===== config.mk =====
export PLATFORM = sky130hd
export DESIGN_NAME = debounce_scan_ctrl_flat
export DESIGN_NICKNAME = d
export VERILOG_FILES = /design/src/rtl/debounce_scan_ctrl_if.sv /design/src/rtl/debounce_scan_ctrl.sv /design/src/flat_wrapper.sv
export SDC_FILE = /design/constraint.sdc
export NUM_CORES = 1
export LEC_CHECK = 0
export ABC_AREA = 0
export BUFFER_PORTS_ARGS = -buffer_cell sky130_fd_sc_hd__buf_2
export CAP_MARGIN = 40
export CELL_PAD_IN_SITES_DETAIL_PLACEMENT = 0
export CELL_PAD_IN_SITES_GLOBAL_PLACEMENT = 1
export CORE_MARGIN = 2
export CORE_UTILIZATION = 48
export CTS_CLUSTER_DIAMETER = 150
export DETAILED_ROUTE_END_ITERATION = 10
export GPL_TIMING_DRIVEN = 1
export PLACE_DENSITY = 0.77
export SLEW_MARGIN = 15
export SYNTH_ARGS = -nofsm -noshare
export SYNTH_HDL_FRONTEND = slang
export SYNTH_SLANG_ARGS = --single-unit

===== constraint.sdc =====
create_clock -name clk_i -period 2.95 [get_ports clk_i]
set_input_delay 0.295 -clock clk_i [delete_from_list [all_inputs] [get_ports clk_i]]
set_output_delay 0.295 -clock clk_i [all_outputs]
set_load 0.1 [all_outputs]

===== src/rtl/debounce_scan_ctrl_if.sv =====
// Event handshake bundle between the debounce controller (master) and the
// CSR/interrupt consumer (slave).
interface debounce_scan_ctrl_if #(
    parameter int unsigned NumCh = 4
) ();
    localparam int unsigned CW = $clog2(NumCh);

    logic          evt_valid_o;
    logic          evt_ready_i;
    logic [CW-1:0] evt_ch_o;
    logic          evt_level_o;

    modport master (
        output evt_valid_o,
        output evt_ch_o,
        output evt_level_o,
        input  evt_ready_i
    );

    modport slave (
        input  evt_valid_o,
        input  evt_ch_o,
        input  evt_level_o,
        output evt_ready_i
    );
endinterface


===== src/rtl/debounce_scan_ctrl.sv =====
// Time-multiplexed switch debouncer: one shared engine scans all channels per
// 1 ms tick, queues level flips per channel and drains them round-robin.
module debounce_scan_ctrl #(
    parameter int unsigned ClkFreq    = 100_000_000,
    parameter int unsigned StableTime = 10,
    parameter int unsigned NumCh      = 4
) (
    input  logic                      clk_i,
    input  logic                      rst_ni,
    input  logic [NumCh-1:0]          sw_i,
    output logic [NumCh-1:0]          db_level_o,
    output logic [NumCh-1:0]          db_tick_o,
    debounce_scan_ctrl_if.master      evt,
    output logic                      ovf_o,
    input  logic                      ovf_clr_i,
    output logic                      scan_busy_o
);
    localparam int unsigned TickDiv = ClkFreq / 1000;
    localparam int unsigned PW      = $clog2(TickDiv);
    localparam int unsigned CW      = $clog2(NumCh);
    localparam int unsigned NW      = $clog2(StableTime + 1);

    if (TickDiv < NumCh + 2) begin : g_tickdiv_chk
        $fatal(1, "debounce_scan_ctrl: TickDiv must be >= NumCh+2");
    end
    if (StableTime < 1 || StableTime > 255) begin : g_stable_chk
        $fatal(1, "debounce_scan_ctrl: StableTime out of range 1..255");
    end
    if (NumCh < 2 || NumCh > 16) begin : g_numch_chk
        $fatal(1, "debounce_scan_ctrl: NumCh out of range 2..16");
    end

    typedef enum logic {S_IDLE, S_SCAN} state_t;

    state_t          r_state;
    logic [NumCh-1:0] r_sync1, r_sync2;
    logic [PW-1:0]   r_presc;
    logic [CW-1:0]   r_idx;
    logic [NumCh-1:0] r_level, r_tick, r_pend, r_plev;
    logic [NW-1:0]   r_cnt [NumCh];
    logic [CW-1:0]   r_ptr;
    logic            r_evt_valid;
    logic [CW-1:0]   r_evt_ch;
    logic            r_evt_level;
    logic            r_ovf;

    logic            w_tick, w_visit, w_samp, w_cur, w_flip;
    logic [NW-1:0]   w_cnt;
    logic            w_load, w_found, w_ovf_set;
    logic [CW-1:0]   w_gnt_ch;
    logic [NumCh-1:0] w_pend_nxt, w_tick_nxt;

    // Shared compare engine: operands of the channel being visited
    assign w_tick  = (r_presc == PW'(TickDiv - 1));
    assign w_visit = (r_state == S_SCAN);
    assign w_samp  = r_sync2[r_idx];
    assign w_cur   = r_level[r_idx];
    assign w_cnt   = r_cnt[r_idx];
    assign w_flip  = w_visit && (w_samp != w_cur) && ((32'(w_cnt) + 32'd1) == StableTime);
    assign w_load  = (!r_evt_valid || evt.evt_ready_i) && (|r_pend);

    // First pending channel after the round-robin pointer, wrapping
    always_comb begin
        logic [CW-1:0] c;
        c        = '0;
        w_found  = 1'b0;
        w_gnt_ch = '0;
        for (int unsigned k = 1; k <= NumCh; k++) begin
            c = CW'((32'(r_ptr) + k) % NumCh);
            if (!w_found && r_pend[c]) begin
                w_found  = 1'b1;
                w_gnt_ch = c;
            end
        end
    end

    // A flip onto a still-pending channel overwrites it unless that channel is being granted now
    always_comb begin
        w_pend_nxt = r_pend;
        w_tick_nxt = '0;
        w_ovf_set  = 1'b0;
        if (w_load) w_pend_nxt[w_gnt_ch] = 1'b0;
        if (w_flip) begin
            w_ovf_set         = r_pend[r_idx] && !(w_load && (w_gnt_ch == r_idx));
            w_pend_nxt[r_idx] = 1'b1;
            w_tick_nxt[r_idx] = w_samp;
        end
    end

    always_ff @(posedge clk_i or negedge rst_ni) begin
        if (!rst_ni) begin
            r_sync1     <= '0;
            r_sync2     <= '0;
            r_presc     <= '0;
            r_state     <= S_IDLE;
            r_idx       <= '0;
            r_level     <= '0;
            r_tick      <= '0;
            r_pend      <= '0;
            r_plev      <= '0;
            for (int i = 0; i < int'(NumCh); i++) r_cnt[i] <= '0;
            r_ptr       <= CW'(NumCh - 1);
            r_evt_valid <= 1'b0;
            r_evt_ch    <= '0;
            r_evt_level <= 1'b0;
            r_ovf       <= 1'b0;
        end else begin
            r_sync1 <= sw_i;
            r_sync2 <= r_sync1;
            r_presc <= w_tick ? '0 : r_presc + PW'(1);

            case (r_state)
                S_IDLE: begin
                    if (w_tick) begin
                        r_state <= S_SCAN;
                        r_idx   <= '0;
                    end
                end
                S_SCAN: begin
                    if (r_idx == CW'(NumCh - 1)) begin
                        r_state <= S_IDLE;
                        r_idx   <= '0;
                    end else begin
                        r_idx <= r_idx + CW'(1);
                    end
                end
                default: r_state <= S_IDLE;
            endcase

            if (w_visit) begin
                if (w_samp == w_cur) begin
                    r_cnt[r_idx] <= '0;
                end else if (w_flip) begin
                    r_cnt[r_idx]   <= '0;
                    r_level[r_idx] <= w_samp;
                    r_plev[r_idx]  <= w_samp;
                end else begin
                    r_cnt[r_idx] <= w_cnt + NW'(1);
                end
            end

            r_tick <= w_tick_nxt;
            r_pend <= w_pend_nxt;

            if (w_load) begin
                r_evt_valid <= 1'b1;
                r_evt_ch    <= w_gnt_ch;
                r_evt_level <= r_plev[w_gnt_ch];
                r_ptr       <= w_gnt_ch;
            end else if (evt.evt_ready_i) begin
                r_evt_valid <= 1'b0;
            end

            if (w_ovf_set)      r_ovf <= 1'b1;
            else if (ovf_clr_i) r_ovf <= 1'b0;
        end
    end

    assign db_level_o      = r_level;
    assign db_tick_o       = r_tick;
    assign ovf_o           = r_ovf;
    assign scan_busy_o     = (r_state == S_SCAN);
    assign evt.evt_valid_o = r_evt_valid;
    assign evt.evt_ch_o    = r_evt_ch;
    assign evt.evt_level_o = r_evt_level;
endmodule


===== src/flat_wrapper.sv =====
// flat-port wrapper written by rule: the top's interface ports become plain ports
module debounce_scan_ctrl_flat 
#(
    parameter int unsigned ClkFreq    = 100_000_000,
    parameter int unsigned StableTime = 10,
    parameter int unsigned NumCh      = 4
)
  (clk_i, rst_ni, sw_i, db_level_o, db_tick_o, ovf_o, ovf_clr_i, scan_busy_o, evt_evt_valid_o, evt_evt_ch_o, evt_evt_level_o, evt_evt_ready_i);
  debounce_scan_ctrl_if #(.NumCh(NumCh)) evt_i ();
  input  logic clk_i;
  input  logic rst_ni;
  input  logic [NumCh-1:0] sw_i;
  output logic [NumCh-1:0] db_level_o;
  output logic [NumCh-1:0] db_tick_o;
  output logic ovf_o;
  input  logic ovf_clr_i;
  output logic scan_busy_o;
  output wire logic [$bits(evt_i.evt_valid_o)-1:0] evt_evt_valid_o;
  output wire logic [$bits(evt_i.evt_ch_o)-1:0] evt_evt_ch_o;
  output wire logic [$bits(evt_i.evt_level_o)-1:0] evt_evt_level_o;
  input wire logic [$bits(evt_i.evt_ready_i)-1:0] evt_evt_ready_i;
  assign evt_evt_valid_o = evt_i.evt_valid_o;
  assign evt_evt_ch_o = evt_i.evt_ch_o;
  assign evt_evt_level_o = evt_i.evt_level_o;
  assign evt_i.evt_ready_i = evt_evt_ready_i;
  debounce_scan_ctrl #(.ClkFreq(ClkFreq), .StableTime(StableTime), .NumCh(NumCh)) u_core (.clk_i(clk_i), .rst_ni(rst_ni), .sw_i(sw_i), .db_level_o(db_level_o), .db_tick_o(db_tick_o), .evt(evt_i), .ovf_o(ovf_o), .ovf_clr_i(ovf_clr_i), .scan_busy_o(scan_busy_o));
endmodule

# After elaboration in Yosys (flattened, before gate mapping)
# Index checks and enable logic that the tools add are counted.
dict set report op_classes {
  add_sub_neg 8
  multipliers 0
  div 0
  magnitude_cmp 10
  eq_ne 7
  shifts 0
  muxes 52
  bitwise 9
  reduce_logical 21
}
# operator count
set op_table {}
lappend op_table {{$eq A32 B4 Y1 const B} 1}
lappend op_table {{$mux W16} 2}
lappend op_table {{$mux W4} 6}
lappend op_table {{$mux W1} 20}
lappend op_table {{$lt A2 B3 Y1 const B} 6}
lappend op_table {{$add A17 B1 Y17 const B} 1}
lappend op_table {{$eq A17 B17 Y1 const B} 1}
lappend op_table {{$mux W17} 1}
lappend op_table {{$and A16 B16 Y16} 1}
lappend op_table {{$bmux W1 S2} 8}
lappend op_table {{$bwmux W16} 1}
lappend op_table {{$not A16 Y16} 1}
lappend op_table {{$mux W2} 6}
lappend op_table {{$logic_and A1 B1 Y1} 11}
lappend op_table {{$and A4 B4 Y4} 2}
lappend op_table {{$bmux W4 S2} 1}
lappend op_table {{$bwmux W4} 2}
lappend op_table {{$demux W4 S2} 1}
lappend op_table {{$add A2 B1 Y2 const B} 3}
lappend op_table {{$add A4 B1 Y5 const B} 1}
lappend op_table {{$logic_not A1 Y1} 5}
lappend op_table {{$add A2 B2 Y2 const B} 2}
lappend op_table {{$add A4 B1 Y4 const B} 1}
lappend op_table {{$demux W1 S2} 2}
lappend op_table {{other kinds (18)} 21}
dict set report totals {
  regBits 67
  latchBits 0
  ram_bits 0
  rom_bits 0
  in_bits 8
  out_inout_bits 14
  elab_cells 125
  memories 0
}

# Logic depth before layout (Yosys ltp)
# Gate-level depths: netlist of the first run.
dict set report depth {
  depth_word 22
  ltp_mapped 10
  ltp_nobuf 9
}

# Least setup slack after synthesis of the first run
# No wires, ideal clock.
dict set report synth_timing {
  path_kind {flip-flop to flip-flop}
  start {register u_core.r_idx[0]}
  end {register u_core.r_plev[0]}
  setup_time_ps 126
  t_arrival_ps 2370
  required_ps 2824
  path_slack_ps 454
  stages_incl_launch_ff 9
  n_path_buf 1
  synth_period_minus_slack_ps 2496
  cell_sequence {dfrtp_1 -> buf_6 -> mux4_1 -> ha_1 -> nor3_1 -> a41oi_2 -> nor3_4 -> nand2_2 -> mux2_4}
}
dict set report synth_via {
  elab_chain_len 8
  word_cells_on_any_way 22
  cone_classes {add/sub: 1; order compare: 2; eq/ne: 3; mux: 10; bitwise: 2; reduce/logical: 4}
}
# item line
set synth_rtl {}
lappend synth_rtl {{from (decl)} debounce_scan_ctrl.sv:38} ;# logic [CW-1:0] r_idx;
lappend synth_rtl {{from (signal assigned)} debounce_scan_ctrl.sv:124} ;# r_idx <= r_idx + CW'(1);
lappend synth_rtl {{$not A2 Y3 (implied by the code)} debounce_scan_ctrl.sv:58} ;# assign w_cnt = r_cnt[r_idx];
lappend synth_rtl {{$bmux W4 S2} debounce_scan_ctrl.sv:58}
lappend synth_rtl {{$mux W4 (implied by the code) (2 in series)} debounce_scan_ctrl.sv:58}
lappend synth_rtl {{$add A4 B1 Y5} debounce_scan_ctrl.sv:59} ;# assign w_flip = w_visit && (w_samp != w_cur) && ((32'(w_cnt) + 32'd1) == StableTime);
lappend synth_rtl {{$eq A32 B4 Y1} debounce_scan_ctrl.sv:59}
lappend synth_rtl {{$logic_and A1 B1 Y1} debounce_scan_ctrl.sv:59}
lappend synth_rtl {{$reduce_and A3 Y1 (no line)} -}
lappend synth_rtl {{to (signal, indexed assignment)} debounce_scan_ctrl.sv:136} ;# r_plev[r_idx] <= w_samp;
lappend synth_rtl {{to (decl)} debounce_scan_ctrl.sv:39} ;# logic [NumCh-1:0] r_level, r_tick, r_pend, r_plev;
# Several ways; a longest one is shown, not always the timed one. The select of a mux whose other input is x is not followed.
# A chain may end at the register's enable or synchronous reset.

# Final worst setup path of the first run
# Same ends and word-level chain as after synthesis.

==> flow_metrics.py, run 1 <==
metrics = {
    "sta": {
        "tns_ns": 0,
        "setup_violations": 0,
        "setup_slack_ns": 0.331,
        "period_share": 0.888,
        "slew_headroom": 0.472,
        "worstMarginPinSlew_ns": 0.786,
        "timing.fmax_mhz": 382,
        "fin_skew_ns": 0.0129,
        "min_period_ns": 2.62,
        "hold_viol": 0,
        "report.final.slew_viol_count": 0,
        "rsz0062_at_grt": "no",
    },
    "global_routing": {
        "antenna_found_initial": 0,
        "overflow": 0,
        "grt_pass1_wl_um": 8560,
        "grt_max_degree": 45,
        "grt_pass1_vias": 1771,
        "grtUsageTotal": 0.175,
    },
    "route": {
        "routedWlPerCell_um": 14.9,
        "routed_wl_um": 5230,
        "via_count": 1870,
        "vias_per_cell": 5.31,
        "initialDrtViolationCount": 64,
        "dr.pass1.iters": 4,
        "drt.antenna.violating_nets": 0,
        "drc": 0,
    },
    "status": {
        "outcome": "finished, final reports clean",
    },
    "place": {
        "io_buffers": 21,
        "hpwl_um": 3650,
        "dp_slack_ns": 0.353,
        "gp_congestion": 0.807,
        "post_dp_cell_area_sq_mm": 0.00313,
    },
    "floorplan": {
        "die_y_um": 81.9,
        "die_area_sq_mm": 0.00671,
        "start_util": 0.495,
        "coreArea_sq_mm": 0.00589,
        "rows": 28,
        "ioPinCount": 22,
        "die_width_um": 81.9,
    },
    "synthesis": {
        "netlist.top_cell.by_area": "dfrtp_1",
        "synthesis.nets": 253,
        "synthTopCellsByArea": "dfrtp_1 52%, mux2_2 5.0%, mux4_1 3.6%, nand2_1 3.1%, ha_1 3.0%",
        "ys_types": 43,
        "synth-adder-area-share": 0.0300,
        "async_flop_share": 1.00,
        "synth_compound_area_frac": 0.0682,
        "synth.top_cell.area_share": 0.524,
        "synth_ff_type": "dfrtp_1",
        "ys_seq_elements": 63,
        "synth_edf_count": 0,
        "netlist_instances": 238,
        "synth_top_family_by_area": "simple AND/OR/NAND/NOR gates",
        "synthMostInstantiatedCell": "dfrtp_1",
        "synth_seq_area_share": 0.542,
        "synthTopCellsByCount": "61 x dfrtp_1, 24 x nand2_1, 13 x mux2_2, 13 x nor2_1, 12 x o21ai_0",
        "syn_area_sq_mm": 0.00292,
        "synth_simple_gate_area_frac": 0.147,
        "ys_warn_count": 0,
        "muxShareOfSynthArea": 0.125,
        "synth-xor-area-share": 0.0661,
        "synth_area_per_cell_sq_um": 12.2,
    },
    "critical_path": {
        "cp.required_ns": 3.17,
        "r2r_start": "u_core.r_idx[0]",
        "cp.arrival_ns": 2.84,
        "cp_max_fo": 9,
        "start_kind": "flip-flop",
        "r2r_cells": 7,
        "r2r-end": "u_core.r_plev[0]",
        "endpoint_kind": "flip-flop",
        "critPathKind": "reg2reg",
        "reg2reg_slack_ns": 0.33,
    },
    "power_and_ir_drop": {
        "p_clk_frac": 0.308,
        "swShare": 0.336,
        "powerDensity_mw_per_mm2": 655,
        "p_int_mw": 1.44,
        "p_leak_nw": 1.62,
        "comb_power_share": 0.237,
        "ir_worst_vdd_v": 0.000587,
        "seqPwrFrac": 0.455,
        "p_switching_mw": 0.729,
        "p_total_mw": 2.17,
    },
    "clocking": {
        "clk_pin_slew_ns": 0.07,
        "htreeDepth": 3,
        "cts_root_buffer": "clkbuf_8",
        "cts_buffers": 9,
        "cts_tree": "built",
        "clk_path_buf_depth": 2,
        "cts.sinks": 63,
        "insertion_delay_ns": 0.34,
    },
    "layout": {
        "diodes": 0,
        "design_area_sq_mm": 0.00331,
        "drive_above_1_share": 0.253,
        "utilization": 0.563,
        "nets": 287,
        "syn_to_final_growth_pct": 13.6,
        "n_fill_cell": 517,
    },
    "min_path": {
        "hold_path_startpoint": "sw_i[3]",
        "hold_depth": 1,
        "hold_end": "u_core.r_sync1[3]",
        "hold_class": "in2reg",
    },
    "flow_run": {
        "cap_violations": 0,
    },
}
==> power by group through the flow <==
stage | Clock (mW) | Sequential [mW] | Combinational, mW
after global routing | 0.729 | 0.997 | 0.571
after floorplan | 0 | 1.12 | 0.283
final | 0.668 | 0.986 | 0.515
after global placement | 0 | 1.00 | 0.520
after CTS | 0.694 | 0.987 | 0.522
after detailed placement | 0 | 1.00 | 0.517
==> stage by stage <==
step	instances	hold WS, ns
5_1_grt	352	0.0478
6_report	352	0.0640
4_1_cts	352	0.0426
3_3_place_gp	335	0.259
2_1_floorplan	238	-0.000591
3_5_place_dp	335	0.264
==> cell type report <==
cell class              count  area (sq um)  area share
flip-flops and latches     63          1580       0.477
multi-input cells         161          1270       0.384
clock buffers              13           159      0.0480
repair buffers             27           153      0.0461
well taps                  75          93.8      0.0283
inverters                  10          37.5      0.0113
clock inverters             3          17.5     0.00529
==> what timing repair did <==
item | CTS | global route
setup buffers | 0 | 0
gates resized for setup | 0 | 0
hold buffers | 1 | 0
endpoints found under the hold margin | 18 | 0
==> cells in the final DEF, fill, tap and decap left out, types with 2 or more instances in the layout <==
master,n
a21o_1,3
a21oi_1,3
and2_1,3
and3_1,4
and3_2,4
buf_2,21
buf_4,5
clkbuf_1,2
clkbuf_8,11
clkinv_2,2
dfrtp_1,61
dfstp_2,2
ha_1,7
inv_1,10
mux2_2,13
mux2i_1,3
mux4_1,4
mux4_2,3
nand2_1,24
nand2b_1,3
nand3_1,10
nor2_1,13
nor2b_1,3
nor3_1,5
nor4_1,2
o21a_1,3
o21ai_0,12
o31ai_1,5
or3_1,2
xnor2_1,9
xor2_1,8
==> state kept, by name, summed over array words and instances, names as in the netlist, 2 cells and up <==
| signal | count |
|---|---|
| u_core.r_presc | 17 |
| u_core.evt.evt_ch_o | 2 |
| u_core.r_cnt | 16 |
| u_core.r_sync1 | 4 |
| u_core.r_plev | 4 |
| u_core.r_pend | 4 |
| u_core.r_idx | 2 |
| u_core.r_ptr | 2 |
| u_core.db_tick_o | 4 |
| u_core.r_sync2 | 4 |
==> critical path, stage by stage (launching register included) <==
cell and delay, ns:
dfrtp_1 0.43, mux4_1 0.67, ha_1 0.32, nor3_1 0.25
a41oi_2 0.08, nor3_4 0.33, nand2_2 0.11, mux2_4 0.30
==> worst max-delay path by stage <==
stage	startpoint	to	slack [ns]	depth (start not counted)
after global placement	u_core.r_idx[0]	u_core.r_plev[0]	0.42	7
after detailed placement	u_core.r_idx[0]	u_core.r_plev[0]	0.35	7
after CTS	u_core.r_idx[0]	u_core.r_plev[0]	0.33	7
final	u_core.r_idx[0]	u_core.r_plev[0]	0.33	7
after floorplan	u_core.r_idx[0]	u_core.r_plev[0]	0.45	8
after global routing	u_core.r_idx[0]	u_core.r_plev[0]	0.13	7
==> cell families after synthesis <==
logic type / Yosys count
AOI/OAI and AO/OA: 30
xor gates and xnor gates: 19
adders and majority gates: 7
buffers and inverters: 14
DFF: 63
muxes: 24
and+or+nand+nor: 81
==> routing by layer <==
metal	wire length (um)	up-vias	track usage	share of wire
met2	2340	39	0.252	0.45
met5	0	-	0	0
met3	204	7	0.0363	0.039
met4	91	0	0.103	0.017
li1	-	902	-	-
met1	2600	922	0.242	0.50
Power figures use the tool's default switching activity.
==> inputs of run 2 (changes only) <==
--- a/config.mk
+++ b/config.mk
@@ -7,7 +7,6 @@
 export LEC_CHECK = 0
 export ABC_AREA = 0
 export BUFFER_PORTS_ARGS = -buffer_cell sky130_fd_sc_hd__buf_2
-export CAP_MARGIN = 40
 export CELL_PAD_IN_SITES_DETAIL_PLACEMENT = 0
 export CELL_PAD_IN_SITES_GLOBAL_PLACEMENT = 1
 export CORE_MARGIN = 2
@@ -16,6 +15,7 @@
 export DETAILED_ROUTE_END_ITERATION = 10
 export GPL_TIMING_DRIVEN = 1
 export PLACE_DENSITY = 0.77
+export RECOVER_POWER = 50
 export SLEW_MARGIN = 15
 export SYNTH_ARGS = -nofsm -noshare
 export SYNTH_HDL_FRONTEND = slang
==> run 2 against run 1 <==
Against the previous run:
- routed wire length rose by 0.38%
- count of clock-buffer cells in the layout unchanged
- setup slack hardly changed
- first-iteration DRC count decreased by 1.6%
- final cell count unchanged
- sequential share of layout area rose by 0.25 points
- total power barely moved
- sequential power barely moved
- register-to-register slack about the same
- critical endpoint unchanged
- largest cell class unchanged
==> flow_metrics.py, run 2 (synthesis results as in run 1) <==
metrics = {
    "critical_path": {
        "start_kind": "flip-flop",
        "cp_max_fo": 9,
        "critPathKind": "reg2reg",
        "cp.arrival_ns": 2.84,
        "endpoint_kind": "flip-flop",
        "cp.required_ns": 3.17,
    },
    "route": {
        "initialDrtViolationCount": 63,
        "drc": 0,
        "routedWlPerCell_um": 14.9,
        "dr.pass1.iters": 4,
        "routed_wl_um": 5250,
        "drt.antenna.violating_nets": 0,
        "via_count": 1869,
        "vias_per_cell": 5.31,
    },
    "layout": {
        "largest-register": "u_core.r_presc",
        "final_common_cell": "dfrtp_1",
        "final_cell_mix": "61 x dfrtp_1, 24 x nand2_1, 14 x clkbuf_1",
        "instances_no_fill": 352,
        "syn_to_final_growth_pct": 13.0,
        "drive_above_1_share": 0.209,
        "largest_register_ffs": 17,
        "reg_top3": "u_core.r_presc: 17 flops, u_core.r_cnt: 16 flops",
        "nets": 287,
        "diodes": 0,
    },
    "sta": {
        "tns_ns": 0,
        "worstMarginPinSlew_ns": 1.18,
        "fin_skew_ns": 0.0139,
        "hold_viol": 0,
        "min_period_ns": 2.62,
        "setup_violations": 0,
        "whs_ns": 0.0639,
        "report.final.slew_viol_count": 0,
        "timing.fmax_mhz": 382,
        "rsz0062_at_grt": "no",
        "period_share": 0.888,
        "setup_slack_ns": 0.331,
        "slew_headroom": 0.219,
    },
    "clocking": {
        "clk_path_buf_depth": 2,
        "htreeDepth": 3,
        "cts.sinks": 63,
        "cts_buffers": 9,
        "clk_pin_slew_ns": 0.07,
        "cts-resized-gates": 0,
        "cts_root_buffer": "clkbuf_8",
        "insertion_delay_ns": 0.34,
        "cts_tree": "built",
    },
    "place": {
        "dp_cells": 335,
        "gp_congestion": 0.807,
        "dp_slack_ns": 0.353,
        "hpwl_um": 3650,
        "io_buffers": 21,
    },
    "floorplan": {
        "ioPinCount": 22,
        "rows": 28,
        "die_area_sq_mm": 0.00671,
        "start_util": 0.495,
        "die_width_um": 81.9,
        "coreArea_sq_mm": 0.00589,
        "die_y_um": 81.9,
    },
    "global_routing": {
        "grt_max_degree": 45,
        "antenna_found_initial": 0,
        "grt_pass1_wl_um": 8560,
        "grt_pass1_vias": 1771,
        "overflow": 0,
        "grtUsageTotal": 0.175,
    },
    "flow_run": {
        "cap_violations": 0,
    },
    "power_and_ir_drop": {
        "p_leak_nw": 1.57,
        "powerDensity_mw_per_mm2": 658,
        "ir_worst_vdd_v": 0.000580,
    },
    "min_path": {
        "hold_class": "in2reg",
    },
    "status": {
        "outcome": "finished, final reports clean",
    },
}
## run 2: cell count changes in the layout (fill, tap and decap cells not counted), sizes merged
cell | before | now
buf | 26 | 13
clkbuf | 13 | 26
## run 2: final cells by class
type	instances	area, sq um
Fill cell	527	2590
Sequential cell	63	1580
Multi-Input combinational cell	161	1270
Clock buffer	13	159
Timing Repair Buffer	27	135
Tap cell	75	93.8
Inverter	10	37.5
Clock inverter	3	17.5
## run 2: per-layer routing
layer,GRT usage,part of all wire
met5,0,0
met2,0.252,0.45
met1,0.242,0.50
met4,0.103,0.017
met3,0.0363,0.034
## run 2: timing repair
item                       4_1_cts  5_1_grt
setup endpoints to repair        0        0
hold endpoints to repair        18        0
buffers inserted                 0        0
hold buffers                     1        0
## run 2: path summary, 6_finish.rpt
| kind | startpoint | end | slack, ns | cells after the start |
|---|---|---|---|---|
| min in group asynchronous | rst_ni | u_core.r_cnt[14] | 0.66 | 2 |
| max in group asynchronous | rst_ni | u_core.r_presc[2] | 0.71 | 3 |
| max | u_core.r_idx[0] | u_core.r_plev[0] | 0.33 | 7 |
| max reg2reg | u_core.r_idx[0] | u_core.r_plev[0] | 0.33 | 7 |
| min | sw_i[3] | u_core.r_sync1[3] | 0.06 | 1 |
| min reg2reg | u_core.r_sync1[0] | u_core.r_sync2[0] | 0.35 | 0 |
## run 2: power by group
group          switching, mW  internal (mW)  total [mW]
Sequential            0.0552          0.932       0.988
Combinational          0.356          0.154       0.510
Clock                  0.322          0.349       0.670
Total                  0.733           1.43        2.17
## run 2: worst max-delay path, cell delays in order, from the launching register on
cell     delay (ns)
dfrtp_1        0.43
mux4_1         0.67
ha_1           0.32
nor3_1         0.25
a41oi_2        0.08
nor3_4         0.33
nand2_2        0.11
mux2_4         0.30
## run 2: per-stage QoR
| step | utilization | total power [mW] | cell area (sq um) |
|---|---|---|---|
| after floorplan | - | 1.40 | 2920 |
| after global placement | 0.531 | 1.52 | 3130 |
| after detailed placement | 0.531 | 1.52 | 3130 |
| after CTS | 0.563 | 2.20 | 3310 |
| after global routing | 0.560 | 2.29 | 3290 |
| final | 0.560 | 2.17 | 3290 |
==> inputs of run 3 (changes only) <==
--- a/config.mk
+++ b/config.mk
@@ -13,7 +13,7 @@
 export CORE_UTILIZATION = 48
 export CTS_CLUSTER_DIAMETER = 150
 export DETAILED_ROUTE_END_ITERATION = 10
-export GPL_TIMING_DRIVEN = 1
+export GPL_TIMING_DRIVEN = 0
 export PLACE_DENSITY = 0.77
 export RECOVER_POWER = 50
 export SLEW_MARGIN = 15
==> run 3 against run 2 <==
Against the previous run:
- sequential power is essentially flat
- register-to-register slack lost 0.15 ns
- flip-flop and latch count is the same
- routed wire length shrank 0.70%
- worst hold slack gained 0.0051 ns
- clock skew shrank 0.0077 ns
- core utilization grew 0.70 points
- non-clock buffer count is the same
- sequential share of layout area shrank 0.59 points
- clock power grew 13%
- setup slack lost 0.15 ns
- largest cell class unchanged
==> flow_metrics.py, run 3 (synthesis results as in run 1) <==
metrics = {
    "status": {
        "outcome": "finished, final reports clean",
    },
    "critical_path": {
        "reg2reg_slack_ns": 0.19,
        "crit_path_max_incr_delay_ns": 0.67,
        "startpoint": "u_core.r_idx[0]",
        "r2r-end": "u_core.r_plev[0]",
        "r2r_cells": 8,
        "critical-path-top-delay-family": "multiplexers",
        "crit_cells": 8,
        "cp.arrival_ns": 2.98,
        "endpoint_kind": "flip-flop",
        "critPathKind": "reg2reg",
        "start_kind": "flip-flop",
        "cp_num_buf_inv": 1,
        "cp.required_ns": 3.17,
        "slowest_stage": "mux4_1",
        "worstPathCellList": "buf_6 -> mux4_1 -> ha_1 -> nor3_1 -> a41oi_2 -> nor3_4 -> nand2_2 -> mux2_4",
        "cp_max_fo": 9,
        "r2r_start": "u_core.r_idx[0]",
    },
    "sta": {
        "report.final.slew_viol_count": 0,
        "rsz0062_at_grt": "no",
        "setup_slack_ns": 0.185,
        "min_period_ns": 2.76,
        "worstMarginPinSlew_ns": 1.23,
        "setup_violations": 0,
        "fin_skew_ns": 0.00616,
        "tns_ns": 0,
        "slew_headroom": 0.178,
        "hold_viol": 0,
        "timing.fmax_mhz": 362,
        "whs_ns": 0.0690,
        "period_share": 0.937,
    },
    "floorplan": {
        "die_width_um": 81.9,
        "start_util": 0.495,
        "coreArea_sq_mm": 0.00589,
        "die_area_sq_mm": 0.00671,
        "ioPinCount": 22,
        "rows": 28,
        "die_y_um": 81.9,
    },
    "layout": {
        "nets": 287,
        "n_fill_cell": 508,
        "final_common_cell": "dfrtp_1",
        "utilization": 0.567,
        "diodes": 0,
        "largest-register": "u_core.r_presc",
        "drive_above_1_share": 0.256,
        "design_area_sq_mm": 0.00334,
        "reg_top3": "u_core.r_presc: 17 flops, u_core.r_cnt: 16 flops",
        "syn_to_final_growth_pct": 14.4,
        "final_cell_mix": "61 x dfrtp_1, 24 x nand2_1, 23 x buf_2",
        "instances_no_fill": 352,
        "largest_register_ffs": 17,
    },
    "min_path": {
        "hold_path_startpoint": "sw_i[2]",
        "hold_depth": 1,
        "hold_class": "in2reg",
        "hold_end": "u_core.r_sync1[2]",
    },
    "clocking": {
        "cts-resized-gates": 0,
        "htreeDepth": 3,
        "cts_buffers": 9,
        "clk_path_buf_depth": 2,
        "clk_pin_slew_ns": 0.07,
        "cts.sinks": 63,
        "cts_tree": "built",
        "insertion_delay_ns": 0.33,
        "cts_root_buffer": "clkbuf_8",
    },
    "power_and_ir_drop": {
        "ir_worst_vdd_v": 0.000553,
        "p_clk_frac": 0.336,
        "swShare": 0.326,
        "p_switching_mw": 0.736,
        "p_total_mw": 2.26,
        "p_int_mw": 1.53,
        "seqPwrFrac": 0.437,
        "comb_power_share": 0.227,
        "powerDensity_mw_per_mm2": 678,
        "p_leak_nw": 1.64,
    },
    "global_routing": {
        "overflow": 0,
        "grtUsageTotal": 0.179,
        "grt_pass1_wl_um": 8830,
        "grt_max_degree": 42,
        "antenna_found_initial": 0,
        "grt_pass1_vias": 1861,
    },
    "route": {
        "routedWlPerCell_um": 14.8,
        "drc": 0,
        "dr.pass1.iters": 4,
        "via_count": 1868,
        "drt.antenna.violating_nets": 0,
        "vias_per_cell": 5.31,
        "routed_wl_um": 5210,
        "initialDrtViolationCount": 43,
    },
    "flow_run": {
        "cap_violations": 0,
    },
    "place": {
        "post_dp_cell_area_sq_mm": 0.00314,
        "gp_congestion": 0.822,
        "dp_cells": 335,
        "io_buffers": 21,
        "hpwl_um": 3680,
        "dp_slack_ns": 0.182,
    },
}
[run 3: changes by cell type in the layout (fill, tap and decap cells not counted)]
cell | previous run | this run
buf_2 | 9 | 23
clkbuf_1 | 14 | 1
buf_4 | 4 | 0
and2_0 | 1 | 0
and2_1 | 2 | 3
buf_6 | 0 | 1
bufinv_16 | 0 | 1
clkinv_4 | 0 | 1
[run 3: metal layers]
layer,routed length [um],track usage,share of wire,up-vias
li1,-,-,-,909
met1,2540,0.237,0.49,917
met2,2390,0.279,0.46,33
met3,175,0.0396,0.034,9
met4,98,0.0850,0.019,0
met5,0,0,0,-
[run 3: how the worst max path moves through the flow]
| stage | end | slack, ns |
|---|---|---|
| 2_1_floorplan | u_core.r_plev[0] | 0.45 |
| 3_3_place_gp | u_core.r_plev[0] | 0.18 |
| 3_5_place_dp | u_core.r_plev[0] | 0.18 |
| 4_1_cts | u_core.r_plev[0] | 0.17 |
| 5_1_grt | u_core.r_plev[0] | 0.04 |
| 6_report | u_core.r_plev[0] | 0.19 |
[run 3: power by group through the flow]
stage | clock network [mW] | registers [mW] | logic, mW
6_report | 0.760 | 0.987 | 0.514
5_1_grt | 0.823 | 0.997 | 0.575
4_1_cts | 0.786 | 0.986 | 0.523
3_5_place_dp | 0 | 1.00 | 0.519
3_3_place_gp | 0 | 1.00 | 0.515
2_1_floorplan | 0 | 1.12 | 0.283
[run 3: worst register-to-register path, cell delays in order (launching register included)]
cell and delay [ns]:
dfrtp_1 0.39, buf_6 0.18, mux4_1 0.67, ha_1 0.32, nor3_1 0.25, a41oi_2 0.08
nor3_4 0.34, nand2_2 0.12, mux2_4 0.30
[run 3: timing repair]
item,in CTS,in global routing
setup buffers,0,0
endpoints found under the hold margin,20,0
hold buffers,1,0
[run 3: layout make-up]
cell class              instances  area (sq um)  area share
clock buffers                  11           151      0.0454
flip-flops and latches         63          1580       0.473
inverters                      10          37.5      0.0113
repair buffers                 23           119      0.0356
well taps                      75          93.8      0.0281
multi-input cells             161          1270       0.381
plain buffers                   4          26.3     0.00788
clock inverters                 5          56.3      0.0169
